File: src/rtl/mem_bus_arbiter_pkg.sv
// Shared definitions for the two-master memory/IO bus arbiter: state encoding,
// timeout counter width and default response constants.
package mem_bus_arbiter_pkg;

    localparam logic [1:0] ST_IDLE  = 2'd0;
    localparam logic [1:0] ST_XFER0 = 2'd1;
    localparam logic [1:0] ST_XFER1 = 2'd2;
    localparam logic [1:0] ST_RESP  = 2'd3;

    localparam int          CNT_W        = 8;
    localparam int          DEF_TIMEOUT  = 255;
    localparam logic [31:0] DEF_ERR_DATA = 32'h0000_0000;

    function automatic logic is_xfer(input logic [1:0] st);
        return (st == ST_XFER0) || (st == ST_XFER1);
    endfunction

endpackage

File: src/rtl/mem_bus_arbiter_rr.sv
// Two-request round-robin picker. The pointer names the master that wins a tie
// and moves to the other master whenever a grant is taken (update_i).
module rr_arbiter2 (
    input  logic       clk,
    input  logic       reset,
    input  logic [1:0] req_i,
    input  logic       update_i,
    output logic [1:0] gnt_o
);

    logic ptr_q;
    logic ptr_d;

    always_comb begin
        gnt_o = req_i;
        if (req_i == 2'b11) begin
            gnt_o = ptr_q ? 2'b10 : 2'b01;
        end
    end

    always_comb begin
        ptr_d = ptr_q;
        if (update_i && (gnt_o != 2'b00)) begin
            ptr_d = gnt_o[0];
        end
    end

    always_ff @(posedge clk or negedge reset) begin
        if (!reset) begin
            ptr_q <= 1'b0;
        end else begin
            ptr_q <= ptr_d;
        end
    end

endmodule

File: src/rtl/mem_bus_arbiter.sv
// Serialises single-word transactions from the CPU (m0) and a secondary master
// (m1) onto one stb/ack slave bus, with registered responses and an ack timeout.
module mem_bus_arbiter
    import mem_bus_arbiter_pkg::*;
#(
    parameter int                ADDR_W   = 32,
    parameter int                DATA_W   = 32,
    parameter int                TIMEOUT  = DEF_TIMEOUT,
    parameter logic [DATA_W-1:0] ERR_DATA = DATA_W'(DEF_ERR_DATA)
) (
    input  logic              clk,
    input  logic              reset,
    input  logic              m0_req,
    input  logic              m0_we,
    input  logic [ADDR_W-1:0] m0_addr,
    input  logic [DATA_W-1:0] m0_wdata,
    output logic [DATA_W-1:0] m0_rdata,
    output logic              m0_ready,
    output logic              m0_err,
    input  logic              m1_req,
    input  logic              m1_we,
    input  logic [ADDR_W-1:0] m1_addr,
    input  logic [DATA_W-1:0] m1_wdata,
    output logic [DATA_W-1:0] m1_rdata,
    output logic              m1_ready,
    output logic              m1_err,
    output logic              s_stb,
    output logic              s_we,
    output logic [ADDR_W-1:0] s_addr,
    output logic [DATA_W-1:0] s_wdata,
    input  logic [DATA_W-1:0] s_rdata,
    input  logic              s_ack,
    output logic [1:0]        grant,
    output logic              busy
);

    localparam logic [CNT_W-1:0] TIMEOUT_C = CNT_W'(TIMEOUT);

    logic [1:0]        state_q, state_d;
    logic [CNT_W-1:0]  cnt_q, cnt_d;
    logic [DATA_W-1:0] rdata0_q, rdata1_q;
    logic              ready0_q, ready1_q;
    logic              err0_q, err1_q;

    logic [1:0] arb_gnt;
    logic       arb_update;
    logic       xfer;
    logic       sel1;
    logic       cur_we;
    logic       timeout_hit;
    logic       finishing;

    rr_arbiter2 u_rr (
        .clk      (clk),
        .reset    (reset),
        .req_i    ({m1_req, m0_req}),
        .update_i (arb_update),
        .gnt_o    (arb_gnt)
    );

    assign xfer        = is_xfer(state_q);
    assign sel1        = (state_q == ST_XFER1);
    assign cur_we      = sel1 ? m1_we : m0_we;
    assign timeout_hit = xfer && (cnt_q == TIMEOUT_C);
    // Ack takes priority over a timeout landing in the same cycle.
    assign finishing   = xfer && (s_ack || timeout_hit);

    always_comb begin
        state_d    = state_q;
        cnt_d      = cnt_q;
        arb_update = 1'b0;
        case (state_q)
            ST_IDLE: begin
                cnt_d = '0;
                if (m0_req || m1_req) begin
                    arb_update = 1'b1;
                    state_d    = arb_gnt[1] ? ST_XFER1 : ST_XFER0;
                end
            end
            ST_XFER0, ST_XFER1: begin
                cnt_d = cnt_q + 1'b1;
                if (s_ack || timeout_hit) begin
                    state_d = ST_RESP;
                end
            end
            default: begin
                cnt_d   = '0;
                state_d = ST_IDLE;
            end
        endcase
    end

    always_ff @(posedge clk or negedge reset) begin
        if (!reset) begin
            state_q  <= ST_IDLE;
            cnt_q    <= '0;
            rdata0_q <= '0;
            rdata1_q <= '0;
            ready0_q <= 1'b0;
            ready1_q <= 1'b0;
            err0_q   <= 1'b0;
            err1_q   <= 1'b0;
        end else begin
            state_q  <= state_d;
            cnt_q    <= cnt_d;
            // Ready and err are only ever high for the single RESP cycle.
            ready0_q <= finishing && !sel1;
            ready1_q <= finishing && sel1;
            err0_q   <= finishing && !sel1 && !s_ack;
            err1_q   <= finishing && sel1 && !s_ack;
            if (finishing && !sel1) begin
                if (!s_ack) begin
                    rdata0_q <= ERR_DATA;
                end else if (!cur_we) begin
                    rdata0_q <= s_rdata;
                end
            end
            if (finishing && sel1) begin
                if (!s_ack) begin
                    rdata1_q <= ERR_DATA;
                end else if (!cur_we) begin
                    rdata1_q <= s_rdata;
                end
            end
        end
    end

    assign s_stb   = xfer;
    assign s_we    = xfer && cur_we;
    assign s_addr  = xfer ? (sel1 ? m1_addr : m0_addr) : '0;
    assign s_wdata = xfer ? (sel1 ? m1_wdata : m0_wdata) : '0;
    assign grant   = {state_q == ST_XFER1, state_q == ST_XFER0};
    assign busy    = (state_q != ST_IDLE);

    assign m0_rdata = rdata0_q;
    assign m1_rdata = rdata1_q;
    assign m0_ready = ready0_q;
    assign m1_ready = ready1_q;
    assign m0_err   = err0_q;
    assign m1_err   = err1_q;

endmodule
File: config.mk
export PLATFORM = sky130hd
export DESIGN_NAME = mem_bus_arbiter
export DESIGN_NICKNAME = d
export VERILOG_FILES = /design/src/rtl/mem_bus_arbiter_pkg.sv /design/src/rtl/mem_bus_arbiter_rr.sv /design/src/rtl/mem_bus_arbiter.sv
export SDC_FILE = /design/constraint.sdc
export NUM_CORES = 1
export LEC_CHECK = 0
export CAP_MARGIN = 20
export CORE_AREA = 2 2 120 122
export CTS_BUF_LIST = sky130_fd_sc_hd__clkbuf_8
export CTS_CLUSTER_SIZE = 12
export DETAILED_ROUTE_END_ITERATION = 6
export DIE_AREA = 0 0 122 124
export GPL_ROUTABILITY_DRIVEN = 1
export GPL_TIMING_DRIVEN = 0
export PLACE_DENSITY = 0.73
export RECOVER_POWER = 100
export REMOVE_ABC_BUFFERS = 1
export SYNTH_ARGS = -nofsm -noshare
export SYNTH_HDL_FRONTEND = slang
export SYNTH_SLANG_ARGS = --single-unit
export TNS_END_PERCENT = 10
File: constraint.sdc
create_clock -name clk -period 4.05 [get_ports clk]
set_input_delay 1.215 -clock clk [delete_from_list [all_inputs] [get_ports clk]]
set_output_delay 1.215 -clock clk [all_outputs]
set_load 0.02 [all_outputs]
Word level (Yosys, flattened, before mapping)
Cells that the tools add are included.
{"block": "classes", "add_sub_neg": 1, "n_mul": 0, "div_mod_pow": 0, "magnitude_cmp": 0, "n_eq_ne": 7, "shifts": 0, "n_mux": 16, "bitwise_logic": 0, "reduce_logical": 20}
{"cell": "2-to-1 mux 32 bit", "n": 6}
{"cell": "2-to-1 mux 2 bit", "n": 5}
{"cell": "adder 8 x 1 -> 8 bit (second input constant)", "n": 1}
{"cell": "== test 8 bit (second input constant)", "n": 1}
{"cell": "logical AND 1 bit", "n": 8}
{"cell": "2-to-1 mux 8 bit", "n": 1}
{"cell": "!= test 2 bit (second input constant)", "n": 3}
{"cell": "AND reduction 2 bit", "n": 3}
{"cell": "== test 2 bit (second input constant)", "n": 2}
{"cell": "case mux 2 bit (2 select lines)", "n": 1}
{"cell": "nonzero test 2 bit", "n": 2}
{"cell": "logical OR 1 bit", "n": 3}
{"cell": "2-to-1 mux 1 bit", "n": 3}
{"cell": "== test 2 x 1 -> 1 bit (second input constant)", "n": 1}
{"cell": "zero test 1 bit", "n": 2}
{"cell": "zero test 2 bit", "n": 1}
{"cell": "OR reduction 2 bit", "n": 1}
{"block": "word_totals", "ff_bits": 79, "latchBits": 0, "ramBits": 0, "rom_bits": 0, "input_bits": 167, "output_inout_bits": 137, "word_cells": 53, "n_memories": 0}

Depth between registers and ports, before layout
{"block": "depth", "word_depth": 7, "depth_mapped": 7, "mapped_depth_nobuf": 6}

Modules after synthesis
A second synthesis with hierarchy kept.
{"block": "unflattened", "cells_unflattened": 391, "area_unflattened_um2": 4515.6}
{"module": "mem_bus_arbiter", "n_inst": 1, "cells_per_inst": 385, "area_each_um2": 4460.5, "seq_area_each_um2": 1951.9}
{"module": "rr_arbiter2", "n_inst": 1, "cells_per_inst": 6, "area_each_um2": 55.1, "seq_area_each_um2": 25.0}

Worst setup path after synthesis
OpenSTA, ideal clock, no wires.
{"block": "synth_path", "path_type": "flip-flop to output port", "startpoint": "reg state_q[0]", "endpoint": "out s_addr[29]", "arrival_time_ps": 1781, "required_ps": 2835, "path_slack_ps": 1054, "path_stages_with_launch": 6, "n_path_buf": 2, "path_cell_list": "dfrtp_1 inv_1 ha_1 clkbuf_1 clkbuf_1 nor2b_1"}
{"block": "synth_via", "elab_chain_cells": 3, "word_cells_on_any_way": 5, "cone_classes": "eq/ne: 2; mux: 2; reduce/logical: 1"}
{"element": "from (decl)", "line": "mem_bus_arbiter.sv:39", "rtl": "logic [1:0] state_q, state_d;"}
{"element": "from (signal assigned)", "line": "mem_bus_arbiter.sv:104", "rtl": "state_q <= state_d;"}
{"element": "== test 2 x 1 -> 1 bit / == test 2 bit (equally long branches)", "line": "mem_bus_arbiter_pkg.sv:15", "rtl": "return (st == ST_XFER0) || (st == ST_XFER1);"}
{"element": "logical OR 1 bit *", "line": "mem_bus_arbiter_pkg.sv:15"}
{"element": "named net s_stb", "line": "mem_bus_arbiter.sv:27", "rtl": "output logic s_stb,"}
{"element": "2-to-1 mux 32 bit *", "line": "mem_bus_arbiter.sv:130", "rtl": "assign s_addr = xfer ? (sel1 ? m1_addr : m0_addr) : '0;"}
{"element": "to (decl)", "line": "mem_bus_arbiter.sv:29", "rtl": "output logic [ADDR_W-1:0] s_addr,"}
Mark *: on every way through the listed nets, which the timed path passes. The rest lies on a longest branch.

Worst setup path in the final report
{"block": "layout_path", "startpoint": "reg state_q[0]", "endpoint": "out s_addr[17]"}
{"block": "layout_via", "elab_chain_cells": 3, "word_cells_on_any_way": 5, "cone_classes": "eq/ne: 2; mux: 2; reduce/logical: 1"}
{"element": "== test 2 bit / == test 2 x 1 -> 1 bit (equally long branches)", "line": "mem_bus_arbiter_pkg.sv:15, mem_bus_arbiter.sv:62"}
{"element": "2-to-1 mux 32 bit / logical OR 1 bit (equally long branches)", "line": "mem_bus_arbiter.sv:130, mem_bus_arbiter_pkg.sv:15"}
{"element": "2-to-1 mux 32 bit *", "line": "mem_bus_arbiter.sv:130"}
Every way passes the cells marked *; elsewhere a longest branch is shown, timed or not.

==> reports/results.tsv <==
metric	value	unit
status	finished, violations left	
failing checks	capacitance limit, slew limit	
Post-synth EDFFs	0	
number of warnings issued by yosys	0	
met2 global-route usage	36.8	%
setup violators final	0	
kind of end point of the critical path	output pin	
Detail Route Antenna Nets	0	
placer congestion estimate	0.814	
slew margin rel.	-3.60	%
Max-Cap Viols	1	
ant diodes	0	
worst-case clock buffer depth	2	
Core Region	13700	um2
cells along the critical path	inv_1 > ha_4 > buf_16 > mux2i_1 > nor2b_1 > dlygate4sd3_1	
Overall Global Routing Usage	19.7	%
Yosys reg bits	79	
Vias	4077	
DRC Markers	0	
FF+latch area	1980	um2
Final Hold Violating Endpoints	0	
CTS tree	yes	
Worst-Skew Late Latency	340	ps
RSZ-0062 raised after global routing	false	
cell count after synthesis	390	
nets@finish	857	
CTS sink cnt	79	
initial drt markers	145	
synthesis-to-finish area growth	74.5	%
postcts setup bufs	0	
I/O pins	304	
Placed Area	7700	um2
max frequency	256	MHz
vias in the first global route	4140	
wire per inst	18.1	um
critical path arrival	2700	ps
die area	15100	um2
Post-DP HPWL	12.7	mm
CP max FO	52	
Top Usage Layer GRT	met2	
Tightest Pin Transition	1550	ps
leakage	3.49	nW
sequential fraction of the synthesis area	43.9	%
Num CTS Buffers	9	
fillers	1166	
VDD IR max	0.000445	V
setup TNS	0	ps
Worst Hold Class	reg2reg	
share of cells above drive strength 1	11.2	%
Core Util, Final	57.4	%
# resized after CTS	1	
CTS clk-pin slew, worst paths	70	ps
grt met3 use	6.46	%
fin crit share	96.5	%
area of the multi-input gates	2350	um2
GR met1 Demand/Resource	21.5	%
minimum clock period after layout	3910	ps
Post-synth ARST share	100	%
WP data required	2830	ps
Synth top area share	43.9	%
vias per cell	4.69	
GRT overflow	0	
max incr delay on CP	680	ps
Slew Limit Fails	66	
Initial DRT Pass Iterations	4	
CTS Root Cell	clkbuf_8	
Setup crit start kind	register	
die height	124	um
Power Dens Cells	689	nW/um2
post-route cell area	7870	um2
Fin Hold WS	494	ps
IO buf count	303	
fin worst setup slack	140	ps
Final Skew	11.6	ps
largest net degree at the start of global routing	66	
slowest cell on the critical path	dlygate4sd3_1	
hold_buf cts	0	
H-Tree Depth	3	
top_reg_cell synth	dfrtp_1	
syn_area_per_cell	11.6	um2
Starting Density	32.9	%
initial antenna violation count	1	
Die W	122	um
Routed Wire Length	15.7	mm
CP Class	reg2out	
Setup WS pre-CTS	-391	ps
synthesized area	4510	um2
Rows	43	
Cell variety after synth	32	
dominant cell type by area after synthesis	dfrtp_1	
Synth area leaders	dfrtp_1 (44%), mux2i_1 (14%), mux2_2 (13%)	
first-pass GRT wire length	22.6	mm
[synth_stat cells (2+ instances only)]
master / number
xnor2_1: 2
nor2b_1: 66
mux2_2: 54
nand2_1: 7
inv_1: 4
nor2_1: 8
clkbuf_1: 11
nor3_1: 2
o211ai_1: 2
a32oi_1: 2
buf_6: 6
and2_1: 38
a21oi_4: 2
dfrtp_1: 79
xor2_1: 3
nand2b_1: 2
nand3_1: 5
buf_2: 6
mux2_1: 10
mux2i_1: 65
ha_1: 5
[per-layer routing]
| metal | vias up | part of all wire, % |
|---|---|---|
| met5 | - | 0.076 |
| met4 | 2 | 1.3 |
| met3 | 16 | 9.3 |
| met2 | 199 | 52 |
| met1 | 1936 | 37 |
| li1 | 1924 | - |
[registers in the layout (all words and copies together), names as in the netlist]
| name | flops |
|---|---|
| m1_ready | 1 |
| cnt_q | 8 |
| m0_err | 1 |
| m0_ready | 1 |
| state_q | 2 |
| m0_rdata | 32 |
| m1_err | 1 |
| m1_rdata | 32 |
| u_rr.ptr_q | 1 |
[stage by stage]
step / std cells / total power, mW
floorplan: 365 / 3.30
global placement: 848 / 5.11
detailed placement: 851 / 5.16
CTS: 867 / 5.75
global route: 870 / 5.73
finish: 870 / 5.43
[power breakdown]
| part | switching, mW | internal (mW) | leakage (nW) |
|---|---|---|---|
| Clock | 0.289 | 0.286 | 0.103 |
| Combinational | 1.88 | 1.75 | 2.35 |
| Sequential | 0.151 | 1.07 | 1.03 |
[critical path, delay by kind of cell, from the launching register on]
family,cells,cell delay (ps)
buffers and inverters,3,1150
muxes,1,270
and+or+nand+nor,1,60
adders and majority gates,1,370
DFF,1,440
[final cells by class]
cell class | count | share of cell area [%]
Clock buffer | 9 | 1.57
Multi-Input combinational cell | 282 | 29.8
Tap cell | 180 | 2.86
Clock inverter | 7 | 0.906
Timing Repair Buffer | 309 | 39.5
Inverter | 4 | 0.191
Sequential cell | 79 | 25.1
[placed cells by master (no fill, tap or decap), types with 2 or more instances in the layout]
master           Yosys  layout
mux2i_1             65      65
or3_1                1       2
clkinv_2             0       3
nor3_1               2       2
a21oi_1              1       3
and2_1              38      37
clkinv_4             0       2
clkdlybuf4s50_1      0     170
nand2_1              7       7
xnor2_1              2       2
mux2_2              54      54
a32oi_1              2       2
nand2b_1             2       2
nor2_1               8       8
xor2_1               3       3
clkbuf_1            11       2
o211ai_1             2       2
inv_1                4       4
ha_1                 5       3
dlygate4sd3_1        0     131
dfrtp_1             79      79
nor2b_1             66      66
clkbuf_8             0       9
nand3_1              5       5
mux2_1              10      10
buf_12               0       2
[path summary, 6_finish.rpt]
kind	from	to	slack, ps	depth (start not counted)
worst max-delay path	state_q[0]	s_addr[17]	140	6
min in group asynchronous	reset	m0_rdata[15]	940	1
worst max register to register	state_q[0]	m1_rdata[20]	1190	7
worst min-delay path	cnt_q[0]	cnt_q[0]	490	1
worst min register to register	cnt_q[0]	cnt_q[0]	490	1
max in group asynchronous	reset	cnt_q[3]	1090	2
[logic make-up (layout without fill, tap and decap cells)]
family	after synthesis	count (layout)	synth area share, %
buffers and inverters	29	329	3.66
AOI/OAI and AO/OA	11	11	2.14
muxes	129	129	30.4
adders and majority gates	5	5	1.39
DFF	79	79	43.9
xor gates and xnor gates	5	5	0.972
and+or+nand+nor	132	132	17.6
Power figures use the tool's default switching activity.
